File: src/rtl/systolic_pkg.sv
// systolic_pkg: shared definitions for the systolic_ctrl job sequencer and
// the systolic_core test environment.
//   - state_t       : sequencer state encoding
//   - DEF_*         : default array / datapath / row-count widths
//   - l_core(n)     : core latency from an accepted row on valid_in to its
//                     aligned result on valid_out/y_out
package systolic_pkg;

    localparam int DEF_N          = 8;
    localparam int DEF_DATA_WIDTH = 8;
    localparam int DEF_ACC_WIDTH  = 32;
    localparam int DEF_CNT_WIDTH  = 16;

    typedef enum logic [2:0] {
        ST_IDLE,
        ST_LOAD_W,
        ST_STREAM,
        ST_DRAIN,
        ST_DONE
    } state_t;

    // Input skew (n-1) + pass through the n-deep array (n) + output
    // de-skew (n-1).
    function automatic int l_core(input int n);
        return 3 * n - 2;
    endfunction

endpackage

File: src/rtl/systolic_ctrl_if.sv
// systolic_ctrl_if: weight-row and activation-row ready/valid streams
// between the operand buffers and systolic_ctrl.
//   master : buffer side, drives valid/data, receives ready
//   slave  : sequencer side, drives ready
interface systolic_ctrl_if #(
    parameter int N          = 8,
    parameter int DATA_WIDTH = 8
);
    logic                    w_valid;
    logic                    w_ready;
    logic [N*DATA_WIDTH-1:0] w_data;
    logic                    a_valid;
    logic                    a_ready;
    logic [N*DATA_WIDTH-1:0] a_data;

    modport master (
        output w_valid, w_data, a_valid, a_data,
        input  w_ready, a_ready
    );

    modport slave (
        input  w_valid, w_data, a_valid, a_data,
        output w_ready, a_ready
    );
endinterface

File: src/rtl/systolic_result_reg.sv
// systolic_result_reg: registers one result row per cycle from the core and
// flags column misalignment.
//   clk, rst_n      : clock, asynchronous active-low reset
//   clr             : clears the sticky error (accepted job start)
//   core_valid_out  : per-column valid from the core
//   core_y_out      : result row from the core
//   res_valid       : all columns valid in the previous cycle
//   res_data        : result row captured in the previous cycle
//   err             : sticky, set when core_valid_out is neither all-0 nor all-1
module systolic_result_reg #(
    parameter int N         = 8,
    parameter int ACC_WIDTH = 32
) (
    input  logic                 clk,
    input  logic                 rst_n,
    input  logic                 clr,
    input  logic [N-1:0]         core_valid_out,
    input  logic [N*ACC_WIDTH-1:0] core_y_out,
    output logic                 res_valid,
    output logic [N*ACC_WIDTH-1:0] res_data,
    output logic                 err
);

    logic misaligned;
    assign misaligned = (|core_valid_out) & ~(&core_valid_out);

    always_ff @(posedge clk or negedge rst_n) begin
        if (!rst_n) begin
            res_valid <= 1'b0;
            // NOTE: res_data is a pure data register; it is reset only because
            // every output must read 0 while reset is asserted.
            res_data  <= '0;
            err       <= 1'b0;
        end else begin
            res_valid <= &core_valid_out;
            res_data  <= core_y_out;
            // A misalignment seen in the same cycle as a clear still sticks.
            err       <= (err & ~clr) | misaligned;
        end
    end

endmodule

File: src/rtl/systolic_ctrl.sv
// systolic_ctrl: job sequencer for the skew-buffered systolic_core.
// Loads an N-row weight tile, streams M activation rows, counts M result
// rows back and pulses done.
//   clk, rst_n        : clock, asynchronous active-low reset
//   start, num_rows   : job request (IDLE only) and activation row count M
//   busy, done, err   : status; done is a one-cycle pulse, err is sticky
//   bus (slave)       : weight / activation row streams
//   core_*            : every control/data input of the core, plus its outputs
//   res_valid/res_data: registered result rows, no backpressure
// Optional build macro SYSTOLIC_CTRL_PERF_EN adds perf_cycles / perf_stalls.
module systolic_ctrl
    import systolic_pkg::*;
#(
    parameter int N          = DEF_N,
    parameter int DATA_WIDTH = DEF_DATA_WIDTH,
    parameter int ACC_WIDTH  = DEF_ACC_WIDTH,
    parameter int CNT_WIDTH  = DEF_CNT_WIDTH
) (
    input  logic                    clk,
    input  logic                    rst_n,
    input  logic                    start,
    input  logic [CNT_WIDTH-1:0]    num_rows,
    output logic                    busy,
    output logic                    done,
    output logic                    err,
    systolic_ctrl_if.slave          bus,
    output logic                    core_load_weight,
    output logic [N-1:0]            core_valid_in,
    output logic [N*DATA_WIDTH-1:0] core_x_in,
    output logic [N*ACC_WIDTH-1:0]  core_y_in,
    input  logic [N*ACC_WIDTH-1:0]  core_y_out,
    input  logic [N-1:0]            core_valid_out,
    output logic                    res_valid,
    output logic [N*ACC_WIDTH-1:0]  res_data
`ifdef SYSTOLIC_CTRL_PERF_EN
    ,
    output logic [31:0]             perf_cycles,
    output logic [31:0]             perf_stalls
`endif
);

    localparam int WCW = $clog2(N + 1);

    state_t               state;
    logic [CNT_WIDTH-1:0] m_rows;
    logic [WCW-1:0]       w_cnt;
    logic [CNT_WIDTH-1:0] in_cnt;
    logic [CNT_WIDTH-1:0] out_cnt;

    logic w_fire;
    logic a_fire;
    logic start_acc;

    assign w_fire    = bus.w_valid & bus.w_ready;
    assign a_fire    = bus.a_valid & bus.a_ready;
    assign start_acc = start & (state == ST_IDLE);
    assign core_y_in = '0;

    always_ff @(posedge clk or negedge rst_n) begin
        if (!rst_n) begin
            state       <= ST_IDLE;
            m_rows      <= '0;
            w_cnt       <= '0;
            in_cnt      <= '0;
            out_cnt     <= '0;
            busy        <= 1'b0;
            done        <= 1'b0;
            bus.w_ready <= 1'b0;
            bus.a_ready <= 1'b0;
        end else begin
            // NOTE: non-blocking throughout, so every branch below reads the
            // pre-edge values of state and the counters.
            done <= 1'b0;
            case (state)
                ST_IDLE: begin
                    if (start) begin
                        m_rows      <= num_rows;
                        w_cnt       <= '0;
                        in_cnt      <= '0;
                        out_cnt     <= '0;
                        busy        <= 1'b1;
                        bus.w_ready <= 1'b1;
                        state       <= ST_LOAD_W;
                    end
                end
                ST_LOAD_W: begin
                    if (w_fire) begin
                        w_cnt <= w_cnt + WCW'(1);
                        if (w_cnt == WCW'(N - 1)) begin
                            bus.w_ready <= 1'b0;
                            // M = 0 is a weight-preload-only job.
                            if (m_rows != '0) begin
                                bus.a_ready <= 1'b1;
                                state       <= ST_STREAM;
                            end else begin
                                done  <= 1'b1;
                                state <= ST_DONE;
                            end
                        end
                    end
                end
                ST_STREAM: begin
                    if (a_fire) begin
                        in_cnt <= in_cnt + CNT_WIDTH'(1);
                        if (in_cnt + CNT_WIDTH'(1) == m_rows) begin
                            bus.a_ready <= 1'b0;
                            state       <= ST_DRAIN;
                        end
                    end
                end
                ST_DRAIN: begin
                    if (out_cnt == m_rows) begin
                        done  <= 1'b1;
                        state <= ST_DONE;
                    end
                end
                ST_DONE: begin
                    busy  <= 1'b0;
                    state <= ST_IDLE;
                end
                default: begin
                    busy        <= 1'b0;
                    bus.w_ready <= 1'b0;
                    bus.a_ready <= 1'b0;
                    state       <= ST_IDLE;
                end
            endcase

            // Results are counted only while a job expects them; rows left in
            // the core across a reset surface while IDLE and are ignored.
            if ((state == ST_STREAM || state == ST_DRAIN) && res_valid)
                out_cnt <= out_cnt + CNT_WIDTH'(1);
        end
    end

    // Core inputs follow the handshake in the same cycle.
    always_comb begin
        // NOTE: defaults first, so no path through this block can infer a latch.
        core_load_weight = 1'b0;
        core_valid_in    = '0;
        core_x_in        = '0;
        if (state == ST_LOAD_W && w_fire) begin
            core_load_weight = 1'b1;
            core_x_in        = bus.w_data;
        end else if (state == ST_STREAM && a_fire) begin
            core_valid_in = '1;
            core_x_in     = bus.a_data;
        end
    end

    systolic_result_reg #(
        .N         (N),
        .ACC_WIDTH (ACC_WIDTH)
    ) u_result_reg (
        .clk            (clk),
        .rst_n          (rst_n),
        .clr            (start_acc),
        .core_valid_out (core_valid_out),
        .core_y_out     (core_y_out),
        .res_valid      (res_valid),
        .res_data       (res_data),
        .err            (err)
    );

`ifdef SYSTOLIC_CTRL_PERF_EN
    always_ff @(posedge clk or negedge rst_n) begin
        if (!rst_n) begin
            perf_cycles <= '0;
            perf_stalls <= '0;
        end else if (state == ST_IDLE) begin
            if (start) begin
                perf_cycles <= '0;
                perf_stalls <= '0;
            end
        end else begin
            if (busy)
                perf_cycles <= perf_cycles + 32'd1;
            if (state == ST_STREAM && in_cnt < m_rows && !bus.a_valid)
                perf_stalls <= perf_stalls + 32'd1;
        end
    end
`endif

endmodule

File: src/flat_wrapper.sv
// flat-port wrapper written by rule: the top's interface ports become plain ports
module systolic_ctrl_flat import systolic_pkg::*;
#(
    parameter int N          = DEF_N,
    parameter int DATA_WIDTH = DEF_DATA_WIDTH,
    parameter int ACC_WIDTH  = DEF_ACC_WIDTH,
    parameter int CNT_WIDTH  = DEF_CNT_WIDTH
)
  (clk, rst_n, start, num_rows, busy, done, err, core_load_weight, core_valid_in, core_x_in, core_y_in, core_y_out, core_valid_out, res_valid, res_data, bus_w_valid, bus_w_data, bus_a_valid, bus_a_data, bus_w_ready, bus_a_ready);
  systolic_ctrl_if #(.N(N), .DATA_WIDTH(DATA_WIDTH)) bus_i ();
  input  logic clk;
  input  logic rst_n;
  input  logic start;
  input  logic [CNT_WIDTH-1:0] num_rows;
  output logic busy;
  output logic done;
  output logic err;
  output logic core_load_weight;
  output logic [N-1:0] core_valid_in;
  output logic [N*DATA_WIDTH-1:0] core_x_in;
  output logic [N*ACC_WIDTH-1:0] core_y_in;
  input  logic [N*ACC_WIDTH-1:0] core_y_out;
  input  logic [N-1:0] core_valid_out;
  output logic res_valid;
  output logic [N*ACC_WIDTH-1:0] res_data;
  input wire logic [$bits(bus_i.w_valid)-1:0] bus_w_valid;
  input wire logic [$bits(bus_i.w_data)-1:0] bus_w_data;
  input wire logic [$bits(bus_i.a_valid)-1:0] bus_a_valid;
  input wire logic [$bits(bus_i.a_data)-1:0] bus_a_data;
  output wire logic [$bits(bus_i.w_ready)-1:0] bus_w_ready;
  output wire logic [$bits(bus_i.a_ready)-1:0] bus_a_ready;
  assign bus_i.w_valid = bus_w_valid;
  assign bus_i.w_data = bus_w_data;
  assign bus_i.a_valid = bus_a_valid;
  assign bus_i.a_data = bus_a_data;
  assign bus_w_ready = bus_i.w_ready;
  assign bus_a_ready = bus_i.a_ready;
  systolic_ctrl #(.N(N), .DATA_WIDTH(DATA_WIDTH), .ACC_WIDTH(ACC_WIDTH), .CNT_WIDTH(CNT_WIDTH)) u_core (.clk(clk), .rst_n(rst_n), .start(start), .num_rows(num_rows), .busy(busy), .done(done), .err(err), .bus(bus_i), .core_load_weight(core_load_weight), .core_valid_in(core_valid_in), .core_x_in(core_x_in), .core_y_in(core_y_in), .core_y_out(core_y_out), .core_valid_out(core_valid_out), .res_valid(res_valid), .res_data(res_data));
endmodule
File: config.mk
export PLATFORM = sky130hd
export DESIGN_NAME = systolic_ctrl_flat
export DESIGN_NICKNAME = d
export VERILOG_FILES = /design/src/rtl/systolic_pkg.sv /design/src/rtl/systolic_ctrl_if.sv /design/src/rtl/systolic_result_reg.sv /design/src/rtl/systolic_ctrl.sv /design/src/flat_wrapper.sv
export SDC_FILE = /design/constraint.sdc
export NUM_CORES = 1
export LEC_CHECK = 0
export BUFFER_PORTS_ARGS = -buffer_cell sky130_fd_sc_hd__clkbuf_2
export CAP_MARGIN = 20
export CORE_AREA = 2 2 388 390
export DETAILED_ROUTE_END_ITERATION = 16
export DIE_AREA = 0 0 390 392
export GPL_ROUTABILITY_DRIVEN = 0
export PLACE_DENSITY_LB_ADDON = 0.3
export SLEW_MARGIN = 20
export SYNTH_ARGS = -nofsm -noshare
export SYNTH_HDL_FRONTEND = slang
export SYNTH_SLANG_ARGS = --single-unit
File: constraint.sdc
create_clock -name clk -period 2.2 [get_ports clk]
set_input_delay 0.22 -clock clk [delete_from_list [all_inputs] [get_ports clk]]
set_output_delay 0.22 -clock clk [all_outputs]
set_load 0.05 [all_outputs]
==> impl_results.md <==
* Number of warnings reported in the yosys synthesis log at 0
* Clock root buffer: clkbuf_16
* Switching share of total power at 38.5%
* DP Wirelength at 43300 um
* Highest fanout seen on the critical path at 7
* Number of DRC violations after detailed routing at 0
* Max Transition Viols Final at 0
* Die Outline Area at 0.153 mm2
* Worst R2R Start: u_core.state[2]$_DFFE_PN0P_
* HP Start: core_valid_out[2]
* Commonest cells in the netlist: dfrtp_1, buf_4, nand2_1
* Count of flip-flops with a built-in enable after synthesis at 0
* Placeable core region at 0.149 mm2
* Sequential power share at 30.4%
* Mean instance size in the synthesized netlist at 12.3 um2
* Vias/cell at 2.73
* Area share of fa/ha/maj cells after synthesis at 0.296%
* Library cell occupying the most area in the post-synthesis netlist: dfrtp_1
* Peak supply drop at 602 uV
* Initial standard-cell utilization of the core at 8.53%
* Power dissipated by switching net loads at 8.91 mW
* Starting DRC count in detailed routing at 489
* Library cell with the highest instance count after synthesis: dfrtp_1
* Vias in the first global route at 11469
* Post-route setup slack at -0.267 ns
* Synthesized-area fraction occupied by ao, oa, aoi and oai cells at 9.24%
* Rows at 142
* DRT Pass-1 Iters at 5
* Critical path's most frequent cell: buf_16
* Total number of vias at 11194
* Maximum single-stage delay on the critical path at 0.41 ns
* Clock Skew at 0.0222 ns
* Violations in the final reports: setup timing
* Portion of netlist area occupied by mux cells at 0.641%
* Critical path's top delay family: simple AND/OR/NAND/NOR gates
* Required time reported for the critical path endpoint at 1.98 ns
* Peak clock frequency supported by timing at 405 MHz
* Worst hold slack after final layout at 0.0727 ns
* Worst skew pair latency at 0.58 ns
* Antenna violations before repair at 11
* Share of power burned in the clock network at 29.8%
* Final layout net count at 2539
* Capture instance of the worst register-to-register path: u_core.in_cnt[0]$_DFFE_PN0P_
* Clock input transition at the sequential cells of the worst setup and hold paths at 0.05 ns
* Count of endpoints failing setup in the final report at 72
* H-tree levels at 2
* Crit share post-route at 112%
* Instance count of the mapped netlist at 1032
* Remaining max-slew budget at the tightest pin at 60.9%
* Number of buffers added by the clock tree synthesis step at 41
* Endpoints failing hold at 0
* Worst r2r path cells at 11
* Worst reg-to-reg setup slack at 0.10 ns
* Reported max-cap violation count at 0
* Share of the yosys chip area belonging to registers at 62.5%
* Fraction of layout cells with a size suffix above 1 at 44.7%
* Min-Delay Endpoint: u_core.u_result_reg.err$_DFF_PN0_
* Post-synthesis sequential element count at 317
* Critical Setup Path Class: reg2out
* CP Launch Type: flop
* Cell area after synthesis at 0.0127 mm2
* Wire length of the first global-routing pass at 77700 um
* Status: finished with violations
* Overflow left after global routing at 0
* Type of element capturing the critical path: output pin
* DRT antenna net count at 0
* Xor and xnor area share after synthesis at 2.35%
* Slew of the pin with the lowest slew margin at 0.589 ns
* Detailed-route wire length at 57000 um
* I/O pin total at 1004
* Post-synth top area share at 62.5%
* Drt wl/cell at 13.9 um
* Finished Core Util at 16.4%
* Max clock buf depth at 3
* Count of cell types in the netlist at 61
* Overall fraction of global-route tracks in use at 6.94%
* Slowest stage cell, crit path: or3_4
* Share of synthesized cell area in and, or, nand and nor gates at 7.60%
* Leading register cell type out of synthesis: dfrtp_1
* RSZ-0062 raised after global routing: true
* Design internal power at 14.3 mW
* Sink count of the clock tree at 317
* Die extent in x at 390 um
* Arr. time, crit path at 2.25 ns
* Cell depth of the worst min-delay path at 4
* Period minus WS final at 2.47 ns
* Area growth from synthesis to layout at 92.4%
* Power share of the combinational group at 39.8%
* Async set-or-reset flop fraction in the synthesized netlist at 100%
* Buffers and inverters on the worst path at 4
* Pwr Density at 949 mW/mm2
* Maximum number of pins on one net before global-route repair at 60
* Static leakage at 11.6 nW
* Chip Height at 392 um
* Largest cells by area after synthesis: dfrtp_1, buf_4, a22o_1
* Count of input and output buffers at 747
* Dominant combinational cell family by area after synthesis: buffers and inverters
* Worst hold path type: in2reg
* Clock tree from TritonCTS: yes
* Cells along the critical path: nand2b_4, or3_4, clkinv_8, buf_16, buf_16, a22o_4, buf_12
==> per-stage QoR <==
step / total power [mW] / std cells / setup WS, ns / TNS (ns) / cell area [um2]
final: 23.2 / 4098 / -0.267 / -15.03 / 24400
after global routing: 24.3 / 4096 / -0.363 / -21.78 / 24400
after CTS: 23.3 / 4091 / -0.407 / -23.86 / 24100
after detailed placement: 14.7 / 3722 / 0.0928 / 0 / 19000
after global placement: 14.7 / 3722 / 0.0871 / 0 / 19000
after floorplan: 12.2 / 1287 / 0.00311 / 0 / 13700
==> power by group through the flow <==
stage	Sequential, mW	Clock (mW)	Combinational (mW)
finish	7.04	6.91	9.22
detailed placement	7.13	0	7.56
global route	7.12	7.43	9.73
global placement	7.15	0	7.58
CTS	7.05	7.21	9.00
floorplan	7.75	0	4.41
==> cell families after synthesis <==
group	after synthesis
AO/OA/AOI/OAI	160
other	1
adder cells (fa/ha/maj)	3
AND/OR/NAND/NOR	195
buffers and inverters	314
flip-flops	317
multiplexers	8
XOR/XNOR	34
==> cell usage in the layout (no fill, tap or decap), types with 9 or more instances in the layout <==
cell type and instances:
clkbuf_16 54, dfrtp_1 317, buf_4 42, clkbuf_2 673, buf_8 15, conb_1 256, buf_12 64, o21ai_1 10
a21oi_1 16, clkbuf_8 9, nand3_1 15, a31oi_1 10, nor2_1 29, o21ai_0 23, nand2_1 83, nand4_1 21
xnor2_1 27, dlygate4sd3_1 279, a22o_4 51, a22o_1 14
==> timing repair <==
| item | 4_1_cts | 5_1_grt |
|---|---|---|
| setup buffers | 11 | 6 |
| hold endpoints to repair | 416 | 0 |
| gates cloned | 7 | 3 |
| pin swaps | 7 | 13 |
| hold buffers | 279 | 0 |
| setup endpoints to repair | 73 | 88 |
| resized for setup | 118 | 53 |
==> worst max path at each step <==
| stage | startpoint | endpoint | slack [ns] | cells past startpoint |
|---|---|---|---|---|
| after floorplan | u_core.bus.a_ready$_DFFE_PN0P_ | core_x_in[55] | 0.003 | 5 |
| after global placement | u_core.state[2]$_DFFE_PN0P_ | core_x_in[12] | 0.09 | 7 |
| after detailed placement | u_core.in_cnt[1]$_DFFE_PN0P_ | u_core.state[0]$_DFFE_PN0P_ | 0.09 | 7 |
| after CTS | u_core.state[2]$_DFFE_PN0P_ | core_x_in[13] | -0.41 | 7 |
| after global routing | u_core.state[2]$_DFFE_PN0P_ | core_x_in[12] | -0.36 | 7 |
| final | u_core.state[2]$_DFFE_PN0P_ | core_x_in[12] | -0.27 | 7 |
==> worst min-delay path, cell delays in order <==
cell and delay, ns:
clkbuf_2 0.09, nor4_1 0.04, a21oi_1 0.17, a21o_1 0.10
==> state kept, by name (all words and copies together) (netlist names) <==
register / count
u_core.bus.a_ready: 1
u_core.bus.w_ready: 1
u_core.busy: 1
u_core.done: 1
u_core.in_cnt: 16
u_core.m_rows: 16
u_core.out_cnt: 16
u_core.state: 3
u_core.u_result_reg.err: 1
u_core.u_result_reg.res_data: 256
u_core.u_result_reg.res_valid: 1
u_core.w_cnt: 4
==> final cells by class <==
class,count,area [um2]
Multi-Input combinational cell,656,4020
Clock inverter,14,214
Clock buffer,58,1180
Tap cell,1944,2430
Antenna cell,2,5.00
Timing Repair Buffer,1100,8600
Inverter,7,38.8
Fill cell,16561,124000
Sequential cell,317,7930
==> per-layer routing <==
metal  wire (um)  track usage, %  share of wire [%]  up-vias
met5          62               0               0.11        -
met4        1510            2.13                2.7       14
met3        5000            2.75                8.8       87
met2       26900            11.1                 47      527
met1       23400            8.53                 41     5388
li1            -               -                  -     5178
Power figures use the tool's default switching activity.
